--- src/rtl/tl_pkg.sv ---
// Shared types for the multi-approach traffic-light controller: FSM states and lamp encodings.
// Lamp bits are ordered {R,Y,G}.
package tl_pkg;

    typedef enum logic [2:0] {
        DARK,
        GREEN,
        YELLOW,
        ALLRED,
        FLASH
    } tl_state_e;

    typedef struct packed {
        logic r;
        logic y;
        logic g;
    } lamp_t;

    localparam lamp_t RED = 3'b100;
    localparam lamp_t YEL = 3'b010;
    localparam lamp_t GRN = 3'b001;
    localparam lamp_t OFF = 3'b000;

endpackage

--- src/rtl/tl_next_sel.sv ---
// Picks the next phase owner: first demanding approach after cur_idx (wrapping), emergency overrides.
// Latency: combinational, zero cycles.
// Backpressure: none; pure function of its inputs.
module tl_next_sel
    import tl_pkg::*;
#(
    parameter int N_APPR = 4,
    parameter int IW     = $clog2(N_APPR)
) (
    input  logic [N_APPR-1:0] sensor,
    input  logic [IW-1:0]     cur_idx,
    input  logic              emg_req,
    input  logic [IW-1:0]     emg_idx,
    output logic [IW-1:0]     next_idx
);

    logic [IW:0]   sum;
    logic [IW-1:0] cand;
    logic [IW-1:0] wrap_idx;
    logic [IW-1:0] sel;
    logic          found;

    always_comb begin
        sum      = '0;
        cand     = '0;
        found    = 1'b0;
        wrap_idx = (cur_idx == IW'(N_APPR - 1)) ? '0 : cur_idx + 1'b1;
        sel      = wrap_idx;
        // k == N_APPR lands back on cur_idx, so a lone demanding owner is re-served.
        for (int k = 1; k <= N_APPR; k++) begin
            sum = {1'b0, cur_idx} + (IW+1)'(k);
            if (sum >= (IW+1)'(N_APPR)) begin
                sum = sum - (IW+1)'(N_APPR);
            end
            cand = sum[IW-1:0];
            if (!found && sensor[cand]) begin
                found = 1'b1;
                sel   = cand;
            end
        end
        next_idx = emg_req ? emg_idx : sel;
    end

endmodule

--- src/rtl/tl_ctrl_multi.sv ---
// Multi-approach traffic-light controller with sensor demand, emergency preemption and flash mode.
// Latency: lamps and active_idx are registered and change on the same edge as the state.
// Backpressure: none; free-running timer FSM with no flow control.
module tl_ctrl_multi
    import tl_pkg::*;
#(
    parameter int N_APPR      = 4,
    parameter int TW          = 16,
    parameter int G_LONG      = 299,
    parameter int G_SHORT     = 49,
    parameter int Y_TICKS     = 29,
    parameter int R_TICKS     = 29,
    parameter int FLASH_TICKS = 4
) (
    input  logic                      clk,
    input  logic                      arstN,
    input  logic [N_APPR-1:0]         sensor,
    input  logic                      emg_req,
    input  logic [$clog2(N_APPR)-1:0] emg_idx,
    input  logic                      flash_en,
    output logic [3*N_APPR-1:0]       tl_sig_arr,
    output logic [$clog2(N_APPR)-1:0] active_idx
);

    localparam int IW = $clog2(N_APPR);

    if ((G_LONG >> TW) != 0 || (G_SHORT >> TW) != 0 || (Y_TICKS >> TW) != 0 ||
        (R_TICKS >> TW) != 0 || (FLASH_TICKS >> TW) != 0) begin : g_bad_reload
        $error("tl_ctrl_multi: a reload value does not fit in TW bits");
    end
    if (N_APPR < 2 || N_APPR > 8) begin : g_bad_n_appr
        $error("tl_ctrl_multi: N_APPR must be within 2..8");
    end

    localparam logic [TW-1:0] LD_GL = TW'(G_LONG);
    localparam logic [TW-1:0] LD_GS = TW'(G_SHORT);
    localparam logic [TW-1:0] LD_Y  = TW'(Y_TICKS);
    localparam logic [TW-1:0] LD_R  = TW'(R_TICKS);
    localparam logic [TW-1:0] LD_F  = TW'(FLASH_TICKS);

    tl_state_e            state_q, state_d;
    logic [TW-1:0]        cnt_q, cnt_d;
    logic [TW-1:0]        g_load_q, g_load_d;
    logic [IW-1:0]        idx_q, idx_d;
    logic                 flash_on_q, flash_on_d;
    logic [3*N_APPR-1:0]  sig_q, sig_d;
    logic [IW-1:0]        next_idx;
    lamp_t                lamp_v;

    tl_next_sel #(
        .N_APPR (N_APPR),
        .IW     (IW)
    ) u_next_sel (
        .sensor   (sensor),
        .cur_idx  (idx_q),
        .emg_req  (emg_req),
        .emg_idx  (emg_idx),
        .next_idx (next_idx)
    );

    always_comb begin
        state_d    = state_q;
        cnt_d      = cnt_q;
        g_load_d   = g_load_q;
        idx_d      = idx_q;
        flash_on_d = flash_on_q;

        case (state_q)
            DARK: begin
                state_d = ALLRED;
                cnt_d   = LD_R;
                idx_d   = IW'(N_APPR - 1);
            end
            GREEN: begin
                if (emg_req && emg_idx != idx_q) begin
                    state_d = YELLOW;
                    cnt_d   = LD_Y;
                end else if (emg_req) begin
                    // Owner is the preempting approach: freeze at full green until release.
                    cnt_d = g_load_q;
                end else if (cnt_q == '0) begin
                    state_d = YELLOW;
                    cnt_d   = LD_Y;
                end else begin
                    cnt_d = cnt_q - 1'b1;
                end
            end
            YELLOW: begin
                if (cnt_q == '0) begin
                    state_d = ALLRED;
                    cnt_d   = LD_R;
                end else begin
                    cnt_d = cnt_q - 1'b1;
                end
            end
            ALLRED: begin
                if (cnt_q != '0) begin
                    cnt_d = cnt_q - 1'b1;
                end else if (flash_en) begin
                    state_d    = FLASH;
                    cnt_d      = LD_F;
                    flash_on_d = 1'b1;
                end else begin
                    state_d  = GREEN;
                    idx_d    = next_idx;
                    g_load_d = sensor[next_idx] ? LD_GL : LD_GS;
                    cnt_d    = sensor[next_idx] ? LD_GL : LD_GS;
                end
            end
            FLASH: begin
                if (!flash_en) begin
                    state_d    = ALLRED;
                    cnt_d      = LD_R;
                    idx_d      = IW'(N_APPR - 1);
                    flash_on_d = 1'b0;
                end else if (cnt_q == '0) begin
                    flash_on_d = ~flash_on_q;
                    cnt_d      = LD_F;
                end else begin
                    cnt_d = cnt_q - 1'b1;
                end
            end
            default: begin
                state_d = DARK;
                cnt_d   = '0;
            end
        endcase

        // Lamps derive from next-state values so they update on the same edge as the FSM.
        sig_d  = '0;
        lamp_v = OFF;
        for (int i = 0; i < N_APPR; i++) begin
            case (state_d)
                GREEN:   lamp_v = (IW'(i) == idx_d) ? GRN : RED;
                YELLOW:  lamp_v = (IW'(i) == idx_d) ? YEL : RED;
                ALLRED:  lamp_v = RED;
                FLASH:   lamp_v = flash_on_d ? YEL : OFF;
                default: lamp_v = OFF;
            endcase
            sig_d[3*i +: 3] = lamp_v;
        end
    end

    always_ff @(posedge clk or negedge arstN) begin
        if (!arstN) begin
            state_q    <= DARK;
            cnt_q      <= '0;
            g_load_q   <= '0;
            idx_q      <= '0;
            flash_on_q <= 1'b0;
            sig_q      <= '0;
        end else begin
            state_q    <= state_d;
            cnt_q      <= cnt_d;
            g_load_q   <= g_load_d;
            idx_q      <= idx_d;
            flash_on_q <= flash_on_d;
            sig_q      <= sig_d;
        end
    end

    assign tl_sig_arr = sig_q;
    assign active_idx = idx_q;

endmodule

--- config.mk ---
export PLATFORM = sky130hd
export DESIGN_NAME = tl_ctrl_multi
export DESIGN_NICKNAME = d
export VERILOG_FILES = /design/src/rtl/tl_pkg.sv /design/src/rtl/tl_next_sel.sv /design/src/rtl/tl_ctrl_multi.sv
export SDC_FILE = /design/constraint.sdc
export NUM_CORES = 1
export LEC_CHECK = 0
export CAP_MARGIN = 25
export CORE_MARGIN = 3
export CORE_UTILIZATION = 50
export CTS_CLUSTER_DIAMETER = 150
export CTS_CLUSTER_SIZE = 14
export DETAILED_ROUTE_END_ITERATION = 12
export PLACE_DENSITY = 0.81
export SLEW_MARGIN = 20
export SYNTH_ARGS = -nofsm -noshare
export SYNTH_HDL_FRONTEND = slang
export SYNTH_SLANG_ARGS = --single-unit
--- constraint.sdc ---
create_clock -name clk -period 8.8 [get_ports clk]
set_input_delay 0.88 -clock clk [delete_from_list [all_inputs] [get_ports clk]]
set_output_delay 0.88 -clock clk [all_outputs]
set_load 0.01 [all_outputs]
==> summary.txt <==
Status
  – Status: completed

Routing
  – Final WL: 5530 um
  – Routed Antenna Nets: 0
  – Initial drt markers: 158
  – Wire length per cell: 16.6 um
  – DR pass1 iterations: 5
  – Vias post-DR: 2,068
  – DR vias/cell: 6.19
  – DRC Markers: 0

Setup path
  – Worst path arrival time: 3.81 ns
  – Critical Path RT: 8.94 ns
  – Startpoint Class: primary input
  – Cells on worst reg2reg path: 8
  – CP max FO: 10
  – CP Class: primary input to register
  – Crit end category: register
  – Reg-to-Reg Start: active_idx[0]
  – Reg2reg setup slack: 5.25 ns
  – R2R Path End: cnt_q[3]

STA
  – Final-report setup violation count: 0
  – Max-slew violations: 0
  – Final period util: 41.7%
  – Clk_skew: 0.00752 ns
  – Max-Slew Margin vs Limit: 46.7%
  – Final min period: 3.67 ns
  – Fin. Hold Viols: 0
  – Max Clk Rate: 0.272 GHz
  – RSZ-0062 raised after global routing: no
  – Hold Slack: 0.511 ns
  – Setup total negative slack: 0 ns
  – Least-Margin Pin Slew: 0.779 ns

Layout
  – Nets: 293
  – Synth-to-layout area growth: 13.1%
  – Share of cells above drive strength 1: 6.74%
  – Final Cell Area: 0.00270 mm^2
  – Ant. Diodes: 0
  – Layout Cells excl Fill: 334

Yosys
  – Mapped Nets: 278
  – Yosys warning count: 0
  – Synth cell types: 53
  – Syn_area_per_cell: 8.96 um^2
  – Most used DFF post-synth: dfrtp_1
  – Flop and latch count out of synthesis: 37
  – Seq/Total Area, Yosys: 38.8%
  – Post-synth ARST share: 100%
  – Post-synth EDFFs: 0
  – Syn Inst Count: 266
  – Post-Syn Area: 0.00238 mm^2

Power and ir drop
  – Overall power: 0.698 mW
  – Pwr per Cell Area: 259 mW/mm^2
  – Clk pwr share: 16.4%
  – Sequential Power Share: 38.9%
  – Combinational power share: 44.7%
  – Peak supply drop: 0.000158 V
  – Sw frac: 40.7%
  – Switching power: 0.284 mW
  – Pint: 0.414 mW
  – Lkg Pwr: 1.13 nW

Die
  – Die width: 75.0 um
  – Core area: 0.00447 mm^2
  – DIE AREA: 0.00563 mm^2
  – Height of the die: 75.0 um
  – Ports: 24
  – Initial cell density of the core: 53.3%
  – # rows: 24

Clocking
  – Clk slew on worst S/H paths: 0.07 ns
  – Clock latency on the worst-skew pair: 0.29 ns
  – H-tree levels: 2
  – CTS sink count: 37
  – CTS max path bufs: 2
  – Post-CTS Hold Buffers: 0
  – Clk root buf: clkbuf_8
  – # resized after CTS: 0
  – Post-CTS Setup Bufs: 0
  – CTS Buf Count: 5
  – CTS tree: yes

Hold path
  – Hold path depth: 1
  – Hold Path Class: register to register
  – Worst Hold Path EP: g_load_q[4]
  – Hold path start: g_load_q[4]

Global routing
  – Largest net degree at the start of global routing: 38
  – Antenna violations before repair: 0
  – Tot GR Track Use: 20.8%
  – Vias in the first global route: 1,896
  – First-pass GRT wire length: 9160 um
  – Gr ovfl total: 0

Place
  – DPL Wire Length: 3900 um
  – Placed cells: 326
  – Final GP Congestion: 0.864
  – Post-DP Area: 0.00261 mm^2
  – I/O Buffers: 23

Run
  – Max cap viols: 0
==> routing by layer <==
| layer | share of wire, % | vias up | track usage [%] |
|---|---|---|---|
| met1 | 47 | 977 | 29.7 |
| met3 | 5.3 | 9 | 4.01 |
| met2 | 47 | 71 | 32.2 |
| met4 | 1.1 | 0 | 5.53 |
| met5 | 0 | - | 0 |
| li1 | - | 1011 | - |
==> layout make-up <==
type | instances | area (um^2)
fillers | 372 | 1780
multi-input cells | 203 | 1360
flip-flops and latches | 37 | 926
repair buffers | 23 | 225
clock buffers | 6 | 72.6
well taps | 52 | 65.1
inverters | 11 | 41.3
clock inverters | 2 | 10.0
==> synthesized netlist by cell type (5+ instances only) <==
cell type | number | area (um^2)
inv_1 | 11 | 41.3
clkbuf_1 | 12 | 45.0
nand3_1 | 6 | 30.0
a31oi_1 | 5 | 31.3
o211ai_1 | 6 | 45.0
a21oi_1 | 13 | 65.1
xor2_1 | 5 | 43.8
a21o_1 | 7 | 52.6
nor2_1 | 25 | 93.8
or3_1 | 6 | 37.5
nand2b_1 | 9 | 56.3
dfrtp_1 | 37 | 926
o21ai_0 | 16 | 80.1
nor3_1 | 5 | 25.0
nand2_1 | 17 | 63.8
xnor2_1 | 8 | 70.1
==> worst max path at each step <==
stage | startpoint | endpoint | slack, ns | cells after the start
final | sensor[0] | cnt_q[3] | 5.13 | 8
after detailed placement | sensor[0] | cnt_q[3] | 4.96 | 8
after global placement | sensor[0] | tl_sig_arr[2] | 5.06 | 8
after CTS | sensor[0] | cnt_q[3] | 5.24 | 8
after floorplan | sensor[0] | tl_sig_arr[2] | 5.65 | 8
after global routing | sensor[0] | cnt_q[3] | 4.81 | 8
==> through the flow <==
stage	utilization, %	setup WS (ns)
finish	60.3	5.13
global route	60.3	4.81
CTS	60.3	5.24
detailed placement	58.4	4.96
global placement	58.4	5.06
floorplan	-	5.65
==> cell families after synthesis <==
kind of cell / count (synthesis) / synth area share (%)
mux: 8 / 4.51
fa+ha+maj: 6 / 2.73
buf+inv: 26 / 4.25
xor+xnor: 13 / 4.78
simple gates: 90 / 19.1
compound gates: 86 / 25.8
flops: 37 / 38.8
==> cells in the final DEF (no fill, tap or decap), drive strengths merged, types with 3 or more instances in the layout <==
cell type / n
dfrtp: 37
nor2: 25
clkdlybuf4s50: 22
o21ai: 20
nand2: 17
a21oi: 13
inv: 11
nand2b: 9
xnor2: 8
a21o: 7
nand3: 6
or3: 6
o211ai: 6
nor3: 6
clkbuf: 6
xor2: 5
a31oi: 5
mux2i: 4
o31ai: 4
o21a: 4
o2bb2ai: 4
and3: 4
maj3: 4
a22o: 4
or2: 4
nor4: 3
or4: 3
a211oi: 3
==> state kept, by name, indices dropped and copies added (netlist names) <==
name,count
cnt_q,16
g_load_q,3
tl_sig_arr,12
flash_on_q,1
active_idx,2
state_q,3
==> worst max-delay path: stages <==
cell and delay (ns):
clkdlybuf4s50_1 0.67, mux2i_1 0.14, a2111oi_0 0.68, o211ai_1 0.27, o21a_1 0.22, o2111a_1 0.22
a22o_1 0.29, o311ai_0 0.42
==> power groups by stage <==
stage                     registers, mW  clock network (mW)  logic (mW)
after global routing              0.280               0.123       0.343
final                             0.272               0.114       0.312
after CTS                         0.271               0.116       0.308
after floorplan                   0.255                   0       0.242
after detailed placement          0.274                   0       0.304
after global placement            0.273                   0       0.299
Power figures use the tool's default switching activity.
